`src/rtl/i2c_pkg.sv`:
```
// Shared types and bus constants for the I2C target register file.
package i2c_pkg;

  typedef enum logic [3:0] {
    IDLE      = 4'd0,
    ADDR      = 4'd1,
    ADDR_ACK  = 4'd2,
    PTR       = 4'd3,
    PTR_ACK   = 4'd4,
    WDATA     = 4'd5,
    WDATA_ACK = 4'd6,
    RDATA     = 4'd7,
    RACK_WAIT = 4'd8
  } i2c_state_t;

  localparam logic ACK         = 1'b0;
  localparam logic NACK        = 1'b1;
  localparam logic I2C_RW_READ = 1'b1;

  // Register pointer advance; wraps 0xFF -> 0x00 by construction.
  function automatic logic [7:0] ptr_inc(input logic [7:0] p);
    return p + 8'd1;
  endfunction

endpackage

```
`src/rtl/i2c_bus_cond.sv`:
```
// Synchronises the SCL/SDA pads and derives SCL edges plus START/STOP events.
module i2c_bus_cond (
  input  logic clk,
  input  logic rst,
  input  logic scl_i,
  input  logic sda_i,
  output logic scl_rise,
  output logic scl_fall,
  output logic start_det,
  output logic stop_det,
  output logic sda_s
);

  logic [1:0] scl_sync_r;
  logic [1:0] sda_sync_r;
  logic       scl_hist_r;
  logic       sda_hist_r;

  // Two-flop synchronisers plus one history flop; idle bus reads high.
  always_ff @(posedge clk) begin
    if (rst) begin
      scl_sync_r <= 2'b11;
      sda_sync_r <= 2'b11;
      scl_hist_r <= 1'b1;
      sda_hist_r <= 1'b1;
    end else begin
      scl_sync_r <= {scl_sync_r[0], scl_i};
      sda_sync_r <= {sda_sync_r[0], sda_i};
      scl_hist_r <= scl_sync_r[1];
      sda_hist_r <= sda_sync_r[1];
    end
  end

  assign scl_rise  = scl_sync_r[1] & ~scl_hist_r;
  assign scl_fall  = ~scl_sync_r[1] & scl_hist_r;
  assign start_det = scl_sync_r[1] & scl_hist_r & sda_hist_r & ~sda_sync_r[1];
  assign stop_det  = scl_sync_r[1] & scl_hist_r & ~sda_hist_r & sda_sync_r[1];
  assign sda_s     = sda_sync_r[1];

endmodule

```
`src/rtl/i2c_target_regfile.sv`:
```
// I2C target serving an 8-bit register file through an auto-incrementing pointer.
module i2c_target_regfile
  import i2c_pkg::*;
#(
  parameter logic [6:0] DEV_ADDR = 7'h69,
  parameter int         NREGS    = 64
) (
  input  logic       clk,
  input  logic       rst,
  input  logic       scl_i,
  input  logic       sda_i,
  output logic       sda_oe,
  input  logic [7:0] host_addr,
  output logic [7:0] host_rdata,
  output logic       wr_pulse,
  output logic [7:0] wr_addr,
  output logic [7:0] wr_data,
  output logic       busy
);

  localparam int         IDX_W   = (NREGS > 1) ? $clog2(NREGS) : 1;
  localparam logic [8:0] NREGS_L = 9'(NREGS);

  logic       scl_rise_s, scl_fall_s, start_det_s, stop_det_s, sda_sync_s;
  i2c_state_t state_r, state_nx_s;
  logic [2:0] bit_cnt_r, bit_cnt_nx_s;
  logic [7:0] shift_r, shift_nx_s;
  logic [7:0] ptr_r, ptr_nx_s;
  logic       rw_r, rw_nx_s;
  logic       byte_done_r, byte_done_nx_s;
  logic       sda_oe_r, sda_oe_nx_s;
  logic       busy_r, busy_nx_s;
  logic       wr_en_s;
  logic       ptr_ok_s, host_ok_s;
  logic [7:0] rx_byte_s, rd_byte_s;
  logic [7:0] regs_r [NREGS];
  logic [7:0] host_rdata_r, wr_addr_r, wr_data_r;
  logic       wr_pulse_r;

  i2c_bus_cond u_bus_cond (
    .clk       (clk),
    .rst       (rst),
    .scl_i     (scl_i),
    .sda_i     (sda_i),
    .scl_rise  (scl_rise_s),
    .scl_fall  (scl_fall_s),
    .start_det (start_det_s),
    .stop_det  (stop_det_s),
    .sda_s     (sda_sync_s)
  );

  assign rx_byte_s = {shift_r[6:0], sda_sync_s};
  assign ptr_ok_s  = ({1'b0, ptr_r} < NREGS_L);
  assign host_ok_s = ({1'b0, host_addr} < NREGS_L);

  // Byte presented to the master; locations past the array read as zero.
  always_comb begin
    rd_byte_s = 8'h00;
    if (ptr_ok_s) begin
      rd_byte_s = regs_r[ptr_r[IDX_W-1:0]];
    end else begin
      rd_byte_s = 8'h00;
    end
  end

  // Next-state logic: STOP beats START beats the per-state bit handling.
  always_comb begin
    state_nx_s     = state_r;
    bit_cnt_nx_s   = bit_cnt_r;
    shift_nx_s     = shift_r;
    ptr_nx_s       = ptr_r;
    rw_nx_s        = rw_r;
    byte_done_nx_s = byte_done_r;
    sda_oe_nx_s    = sda_oe_r;
    busy_nx_s      = busy_r;
    wr_en_s        = 1'b0;
    if (stop_det_s) begin
      state_nx_s     = IDLE;
      sda_oe_nx_s    = 1'b0;
      busy_nx_s      = 1'b0;
      byte_done_nx_s = 1'b0;
    end else if (start_det_s) begin
      state_nx_s     = ADDR;
      bit_cnt_nx_s   = 3'd0;
      byte_done_nx_s = 1'b0;
      sda_oe_nx_s    = 1'b0;
    end else begin
      case (state_r)
        IDLE: begin
          sda_oe_nx_s = 1'b0;
        end
        ADDR, PTR, WDATA: begin
          if (scl_rise_s && !byte_done_r) begin
            shift_nx_s   = rx_byte_s;
            bit_cnt_nx_s = bit_cnt_r + 3'd1;
            if (bit_cnt_r == 3'd7) begin
              byte_done_nx_s = 1'b1;
              if (state_r == WDATA) begin
                wr_en_s  = 1'b1;
                ptr_nx_s = ptr_inc(ptr_r);
              end else begin
                wr_en_s = 1'b0;
              end
            end else begin
              byte_done_nx_s = 1'b0;
            end
          end else if (scl_fall_s && byte_done_r) begin
            byte_done_nx_s = 1'b0;
            case (state_r)
              ADDR: begin
                if (shift_r[7:1] == DEV_ADDR) begin
                  rw_nx_s     = shift_r[0];
                  sda_oe_nx_s = 1'b1;
                  busy_nx_s   = 1'b1;
                  state_nx_s  = ADDR_ACK;
                end else begin
                  sda_oe_nx_s = 1'b0;
                  busy_nx_s   = 1'b0;
                  state_nx_s  = IDLE;
                end
              end
              PTR: begin
                ptr_nx_s    = shift_r;
                sda_oe_nx_s = 1'b1;
                state_nx_s  = PTR_ACK;
              end
              WDATA: begin
                sda_oe_nx_s = 1'b1;
                state_nx_s  = WDATA_ACK;
              end
              default: begin
                sda_oe_nx_s = 1'b0;
                state_nx_s  = IDLE;
              end
            endcase
          end else begin
            byte_done_nx_s = byte_done_r;
          end
        end
        ADDR_ACK: begin
          if (scl_fall_s) begin
            bit_cnt_nx_s = 3'd0;
            if (rw_r == I2C_RW_READ) begin
              shift_nx_s  = rd_byte_s;
              sda_oe_nx_s = ~rd_byte_s[7];
              state_nx_s  = RDATA;
            end else begin
              sda_oe_nx_s = 1'b0;
              state_nx_s  = PTR;
            end
          end else begin
            sda_oe_nx_s = sda_oe_r;
          end
        end
        PTR_ACK, WDATA_ACK: begin
          if (scl_fall_s) begin
            bit_cnt_nx_s = 3'd0;
            sda_oe_nx_s  = 1'b0;
            state_nx_s   = WDATA;
          end else begin
            sda_oe_nx_s = sda_oe_r;
          end
        end
        RDATA: begin
          // Bit 7 went out on entry; each fall presents the next lower bit.
          if (scl_fall_s) begin
            bit_cnt_nx_s = bit_cnt_r + 3'd1;
            if (bit_cnt_r == 3'd7) begin
              sda_oe_nx_s    = 1'b0;
              byte_done_nx_s = 1'b0;
              state_nx_s     = RACK_WAIT;
            end else begin
              sda_oe_nx_s = ~shift_r[6];
              shift_nx_s  = {shift_r[6:0], 1'b0};
            end
          end else begin
            sda_oe_nx_s = sda_oe_r;
          end
        end
        RACK_WAIT: begin
          if (scl_rise_s && !byte_done_r) begin
            if (sda_sync_s == ACK) begin
              ptr_nx_s       = ptr_inc(ptr_r);
              byte_done_nx_s = 1'b1;
            end else begin
              sda_oe_nx_s = 1'b0;
              busy_nx_s   = 1'b0;
              state_nx_s  = IDLE;
            end
          end else if (scl_fall_s && byte_done_r) begin
            byte_done_nx_s = 1'b0;
            bit_cnt_nx_s   = 3'd0;
            shift_nx_s     = rd_byte_s;
            sda_oe_nx_s    = ~rd_byte_s[7];
            state_nx_s     = RDATA;
          end else begin
            sda_oe_nx_s = 1'b0;
          end
        end
        default: begin
          sda_oe_nx_s = 1'b0;
          busy_nx_s   = 1'b0;
          state_nx_s  = IDLE;
        end
      endcase
    end
  end

  // FSM and protocol registers.
  always_ff @(posedge clk) begin
    if (rst) begin
      state_r     <= IDLE;
      bit_cnt_r   <= 3'd0;
      shift_r     <= 8'h00;
      ptr_r       <= 8'h00;
      rw_r        <= 1'b0;
      byte_done_r <= 1'b0;
      sda_oe_r    <= 1'b0;
      busy_r      <= 1'b0;
    end else begin
      state_r     <= state_nx_s;
      bit_cnt_r   <= bit_cnt_nx_s;
      shift_r     <= shift_nx_s;
      ptr_r       <= ptr_nx_s;
      rw_r        <= rw_nx_s;
      byte_done_r <= byte_done_nx_s;
      sda_oe_r    <= sda_oe_nx_s;
      busy_r      <= busy_nx_s;
    end
  end

  // Register file, write strobe and host read port (read sees pre-write data).
  always_ff @(posedge clk) begin
    if (rst) begin
      for (int i = 0; i < NREGS; i++) begin
        regs_r[i] <= 8'h00;
      end
      host_rdata_r <= 8'h00;
      wr_pulse_r   <= 1'b0;
      wr_addr_r    <= 8'h00;
      wr_data_r    <= 8'h00;
    end else begin
      host_rdata_r <= host_ok_s ? regs_r[host_addr[IDX_W-1:0]] : 8'h00;
      wr_pulse_r   <= wr_en_s & ptr_ok_s;
      if (wr_en_s && ptr_ok_s) begin
        regs_r[ptr_r[IDX_W-1:0]] <= rx_byte_s;
        wr_addr_r                <= ptr_r;
        wr_data_r                <= rx_byte_s;
      end
    end
  end

  assign sda_oe     = sda_oe_r;
  assign busy       = busy_r;
  assign host_rdata = host_rdata_r;
  assign wr_pulse   = wr_pulse_r;
  assign wr_addr    = wr_addr_r;
  assign wr_data    = wr_data_r;

endmodule

```
`config.mk`:
```
export PLATFORM = sky130hd
export DESIGN_NAME = i2c_target_regfile
export DESIGN_NICKNAME = d
export VERILOG_FILES = /design/src/rtl/i2c_pkg.sv /design/src/rtl/i2c_bus_cond.sv /design/src/rtl/i2c_target_regfile.sv
export SDC_FILE = /design/constraint.sdc
export NUM_CORES = 1
export LEC_CHECK = 0
export CORE_ASPECT_RATIO = 0.5
export CORE_MARGIN = 1.5
export CORE_UTILIZATION = 49
export DETAILED_ROUTE_END_ITERATION = 8
export MAX_ROUTING_LAYER = met4
export PLACE_DENSITY = 0.65
export SYNTH_ARGS = -nofsm -noshare
export SYNTH_HDL_FRONTEND = slang
export SYNTH_HIERARCHICAL = 1
export SYNTH_SLANG_ARGS = --single-unit
```
`constraint.sdc`:
```
create_clock -name clk -period 2.93 [get_ports clk]
set_input_delay 0.293 -clock clk [delete_from_list [all_inputs] [get_ports clk]]
set_output_delay 0.293 -clock clk [all_outputs]
set_load 0.02 [all_outputs]
```
== After elaboration in Yosys (flattened, before gate mapping) ==
Memory sizes are Yosys's and may differ from the RTL's. A register that Yosys moved wholly into a read port is not among the register bits.
Index checks and enable logic that the tools add are counted.

* Mux-type cells: 80
* Eq/ne operators: 45
* $add $sub $neg: 2
* Divide/modulo/power cells: 0
* Shifts and indexed selects: 0
* Reduce and logical (&&, ||, !) cells: 27
* Order comparisons: 2
* $mul: 0
* Bitwise operators: 20

{| class="wikitable"
|+ Operators by type and width
! cell !! number
|-
| 2-to-1 mux 8 bit || 16
|-
| != test 3 bit, second input constant || 15
|-
| 2-to-1 mux 4 bit || 9
|-
| 2-to-1 mux 1 bit || 35
|-
| one-hot mux 8 bit (4 select lines) || 1
|-
| != test 2 bit, second input constant || 15
|-
| AND reduction 9 bit || 3
|-
| one-hot mux 4 bit (6 select lines) || 1
|-
| 2-to-1 mux 3 bit || 7
|-
| AND reduction 7 bit || 3
|-
| 2-to-1 mux 6 bit || 3
|-
| equality test 4 x 3 -> 1 bit, second input constant || 4
|-
| less-than comparator 8 x 7 -> 1 bit, second input constant || 2
|-
| one-hot mux 8 bit (2 select lines) || 1
|-
| NOT 1 bit || 12
|-
| one-hot mux 3 bit (4 select lines) || 1
|-
| one-hot mux 4 bit (3 select lines) || 1
|-
| AND reduction 10 bit || 1
|-
| OR reduction 3 bit || 3
|-
| adder 8 x 1 -> 8 bit, second input constant || 1
|-
| bitwise AND 1 bit || 8
|-
| equality test 4 x 2 -> 1 bit, second input constant || 2
|-
| OR reduction 2 bit || 4
|-
| OR reduction 8 bit || 1
|-
| 24 further kinds || 27
|}

* Bits in latches: 0
* ROM bits: 0
* Register bits: 50
* Memories: 1
* Word-level logic and storage cells: 193
* Output and inout port bits: 27
* Bits of input ports: 12
* Memory bits (writable): 512

{| class="wikitable"
|+ Memory list
! memory !! words !! width !! rd ports !! clocked after Yosys merged registers in !! wr ports !! line !! RTL
|-
| regs_r || 64 || 8 || 2 || 2 || 64 || i2c_target_regfile.sv:36 || <nowiki>logic [7:0] regs_r [NREGS];</nowiki>
|}

== Logic depth before layout (Yosys ltp) ==
* Word-level depth: 13
* Mapped depth: 10
* Mapped depth without buffers: 8

== Hierarchy ==
The synthesis kept the hierarchy.

{| class="wikitable"
|+ By module, submodules not included
! module !! instances !! cells each !! area each (um^2)
|-
| i2c_target_regfile || 1 || 2076 || 30609.4
|-
| i2c_bus_cond || 1 || 16 || 190.2
|}

== Least setup slack after synthesis ==
No wires, ideal clock.

* Path type: flip-flop to flip-flop
* Start: reg u_bus_cond.sda_sync_r[1]
* End: mem regs_r[33][0] (enable)
* Stages on the path, launching flop included: 9
* Required time: 2.546 ns
* Arrival time: 2.693 ns
* Library setup time: 0.384 ns
* Path buffers: 2
* Path slack: -0.147 ns
* Cells stage by stage: dfxtp_1 and4b_1 or4_4 nor4_4 and2b_2 nand3_2 buf_4 buf_2 o21ai_0

{| class="wikitable"
|+ RTL lines
! what !! line !! RTL
|-
| start, declared || i2c_bus_cond.sv:15 || <nowiki>logic [1:0] sda_sync_r;</nowiki>
|-
| start signal, assigned || i2c_bus_cond.sv:28 || <nowiki>sda_sync_r <= {sda_sync_r[0], sda_i};</nowiki>
|-
| end, declared || i2c_target_regfile.sv:36 ||
|}

==> results.cfg <==
[power]
power.leakage_nw = 11.9
ir_drop_mv = 0.443
power.density_nw_per_um2 = 548

[logic_synthesis]
ys_warn_count = 6
synth_area_leaders = edfxtp_1, mux4_2, and2_1
synth_top_cell_by_area = edfxtp_1
synth.net_count = 2107
yosysUniqueCellTypes = 70
synth_edf_count = 512
synth_seq_cells = 576
synth_fa_ha_area_share_pct = 0.122
yosys.area_share.simple_pct = 14.8
syn-cell-area_um2 = 30800
synth_compound_area_share_pct = 3.50
ys_seq_area_share_pct = 54.1
synth_area_per_cell_um2 = 14.7
synth_top_family_by_area = multiplexers
syn_inst = 2092
ys.flop_type = edfxtp_1
synth_top_cell_area_share_pct = 49.9
synth.area.mux_share_pct = 24.4
synth_xor_area_share_pct = 0.0569
synthArstFlopShare_pct = 0

[grt]
grt_pass1_vias = 18900
grt_usage_pct = 29.2
antenna_found_initial = 4
grt_pass1_wl_um = 132000
grt_start_max_net_pins = 69
grt-ovfl-total = 0

[clock_network]
cts_tree = yes
numCtsBuffers = 54
cts_root_buf = clkbuf_16
clkTransAtPathRegs_ns = 0.07
cts_setup_buffers = 0
holdBufCountCts = 0
clk_latency_ns = 0.63
cts_buffer_depth = 3
clock_sinks = 576
h-tree-depth = 2

[route]
viasPerCell = 6.46
ant_nets = 0
num_vias = 19800
drc = 0
wl_per_cell_um = 29.3
first_iter_violations = 2778
drtPass1Iterations = 5
finalWirelength_um = 89800

[setup_path]
required_ns = 3.46
arrival_ns = 3.34
critPathLaunchType = flop
rrSetupSlack_ns = 0.12
cp-end-kind = flop
critPathMaxFanout = 15
critPathKind = reg -> reg

[die]
top_level_ports = 39
std_cell_rows = 64
die_h_um = 180
die_w_um = 358
initial_core_util_pct = 50.0
die_area_um2 = 64500
core_area_um2 = 61700

[timing]
maxSlewHeadroom_pct = 36.7
setup_viol = 0
fmax_ghz = 0.355
hold_viol_final = 0
timing.hold.ws_ns = 0.130
period_minus_slack_ns = 2.81
clock_skew_ns = 0.0281
tightest_slew_ns = 0.949
setup_tns_ns = 0
rsz0062_at_grt = yes
drv_slew = 0
final.period_utilization_pct = 96.0

[placed_design]
dp.cells = 2956
port_buffers = 38
place_congestion = 0.965
dp_hpwl_um = 61800

[finish]
area_growth_pct = 14.0
fin_cells = 3060
nNetsFinal = 2202
drive_above_1_share_pct = 30.2

[run]
cap_violations = 0

[outcome]
status = finished clean

[worst_hold_path]
hold_class = in -> reg
timing repair:
| item | 4_1_cts | 5_1_grt |
|---|---|---|
| endpoints found under the setup margin | 1 | 211 |
| endpoints found under the hold margin | 0 | 0 |
| gates resized for setup | 1 | 8 |
metal layers:
metal | up-vias | share of wire (%) | GRT usage (%)
met5 | - | 0 | -
met4 | 0 | 1.6 | 4.97
met3 | 96 | 10 | 4.80
met2 | 1072 | 46 | 42.9
met1 | 10300 | 42 | 43.6
li1 | 8297 | - | -
critical path, stage by stage (launching register included):
cell and delay, ns:
dfxtp_4 0.65, nor2b_1 0.60, nand2_1 0.10, a311oi_1 0.62
nor4_1 0.15, or4_1 0.42, a31oi_1 0.19
flip-flops by register name, indices dropped and copies added (netlist names), named ones only:
signal,flops
host_rdata,8
u_bus_cond/sda_hist_r,1
ptr_r,8
byte_done_r,1
busy,1
wr_pulse,1
shift_r,8
rw_r,1
u_bus_cond/scl_hist_r,1
wr_addr,8
sda_oe,1
regs_r,512
state_r,4
wr_data,8
u_bus_cond/scl_sync_r,2
bit_cnt_r,3
u_bus_cond/sda_sync_r,2
path summary, 6_finish.rpt:
| path | start | endpoint | cells after the start |
|---|---|---|---|
| worst max-delay path | flop | shift_r[7] | 6 |
| worst max register to register | flop | shift_r[7] | 6 |
| worst min register to register | u_bus_cond/sda_sync_r[0] | u_bus_cond/sda_sync_r[1] | 1 |
| worst min-delay path | rst | shift_r[2] | 2 |
cells by family after synthesis:
| kind of cell | after synthesis |
|---|---|
| AND/OR/NAND/NOR | 753 |
| flip-flops | 576 |
| multiplexers | 371 |
| buffers and inverters | 207 |
| AO/OA/AOI/OAI | 180 |
| adder cells (fa/ha/maj) | 3 |
| XOR/XNOR | 2 |
area by class of cell:
class / instances / area (um2)
fill: 4838 / 26600
sequential: 576 / 16700
multi-input combinational: 1309 / 13200
timing repair buffer: 238 / 2200
clock buffer: 78 / 1590
tap: 825 / 1030
clock inverter: 24 / 345
inverter: 8 / 30.0
antenna: 2 / 5.00
synthesized netlist by cell type (all sizes together) (2+ instances only):
cell type and n:
or4 3, a32o 2, nand4 4, clkbuf 127, nand2b 8, o21ai 87
mux2i 64, a22oi 4, inv 7, ha 3, or2 10, mux2 3
buf 72, nand3 17, nor4b 2, nor3b 3, and2 460, and3 5
a31oi 3, nor4 4, and4b 2, xnor2 2, nand3b 6, and3b 2
dfxtp 64, nor2 100, mux4 304, nand2 41, a211oi 5, a311oi 6
o31ai 3, nor3 70, or3 3, nor2b 9, a21oi 27, a2111oi 3
o211ai 2, edfxtp 512, o22ai 21, o221ai 9
layout by cell type (no fill, tap or decap), drive strengths merged, types with 3 or more instances in the layout:
cell / instances
nand4: 4
or2: 10
or3: 3
a311oi: 6
a211oi: 5
inv: 8
o21ai: 87
nand2: 41
and2: 460
nor2b: 9
mux4: 304
nor4: 4
ha: 3
o31ai: 3
a31oi: 3
and3: 5
a22oi: 4
edfxtp: 512
nand3: 17
a21oi: 27
mux2: 3
nor2: 100
bufinv: 9
buf: 204
nand2b: 8
a2111oi: 3
clkdlybuf4s50: 33
nor3b: 3
or4: 3
mux2i: 64
clkbuf: 79
nor3: 70
clkinv: 13
dfxtp: 64
nand3b: 6
o221ai: 9
o22ai: 21
metrics by stage:
step | worst slack, ns | utilization (%) | cell area (um2) | power [mW]
floorplan | -0.147 | - | 30800 | 10.7
global placement | -0.230 | 53.8 | 33100 | 11.6
detailed placement | -0.0631 | 53.8 | 33100 | 11.6
CTS | 0.0419 | 56.9 | 35100 | 19.3
global route | -0.0146 | 56.9 | 35100 | 19.7
finish | 0.117 | 56.9 | 35100 | 19.2
power by group:
part | leakage (nW) | internal [mW] | switching [mW]
clock network | 0.940 | 4.56 | 3.21
logic | 5.19 | 0.874 | 1.17
registers | 5.81 | 9.19 | 0.226
(Power assumes the default switching activity.)
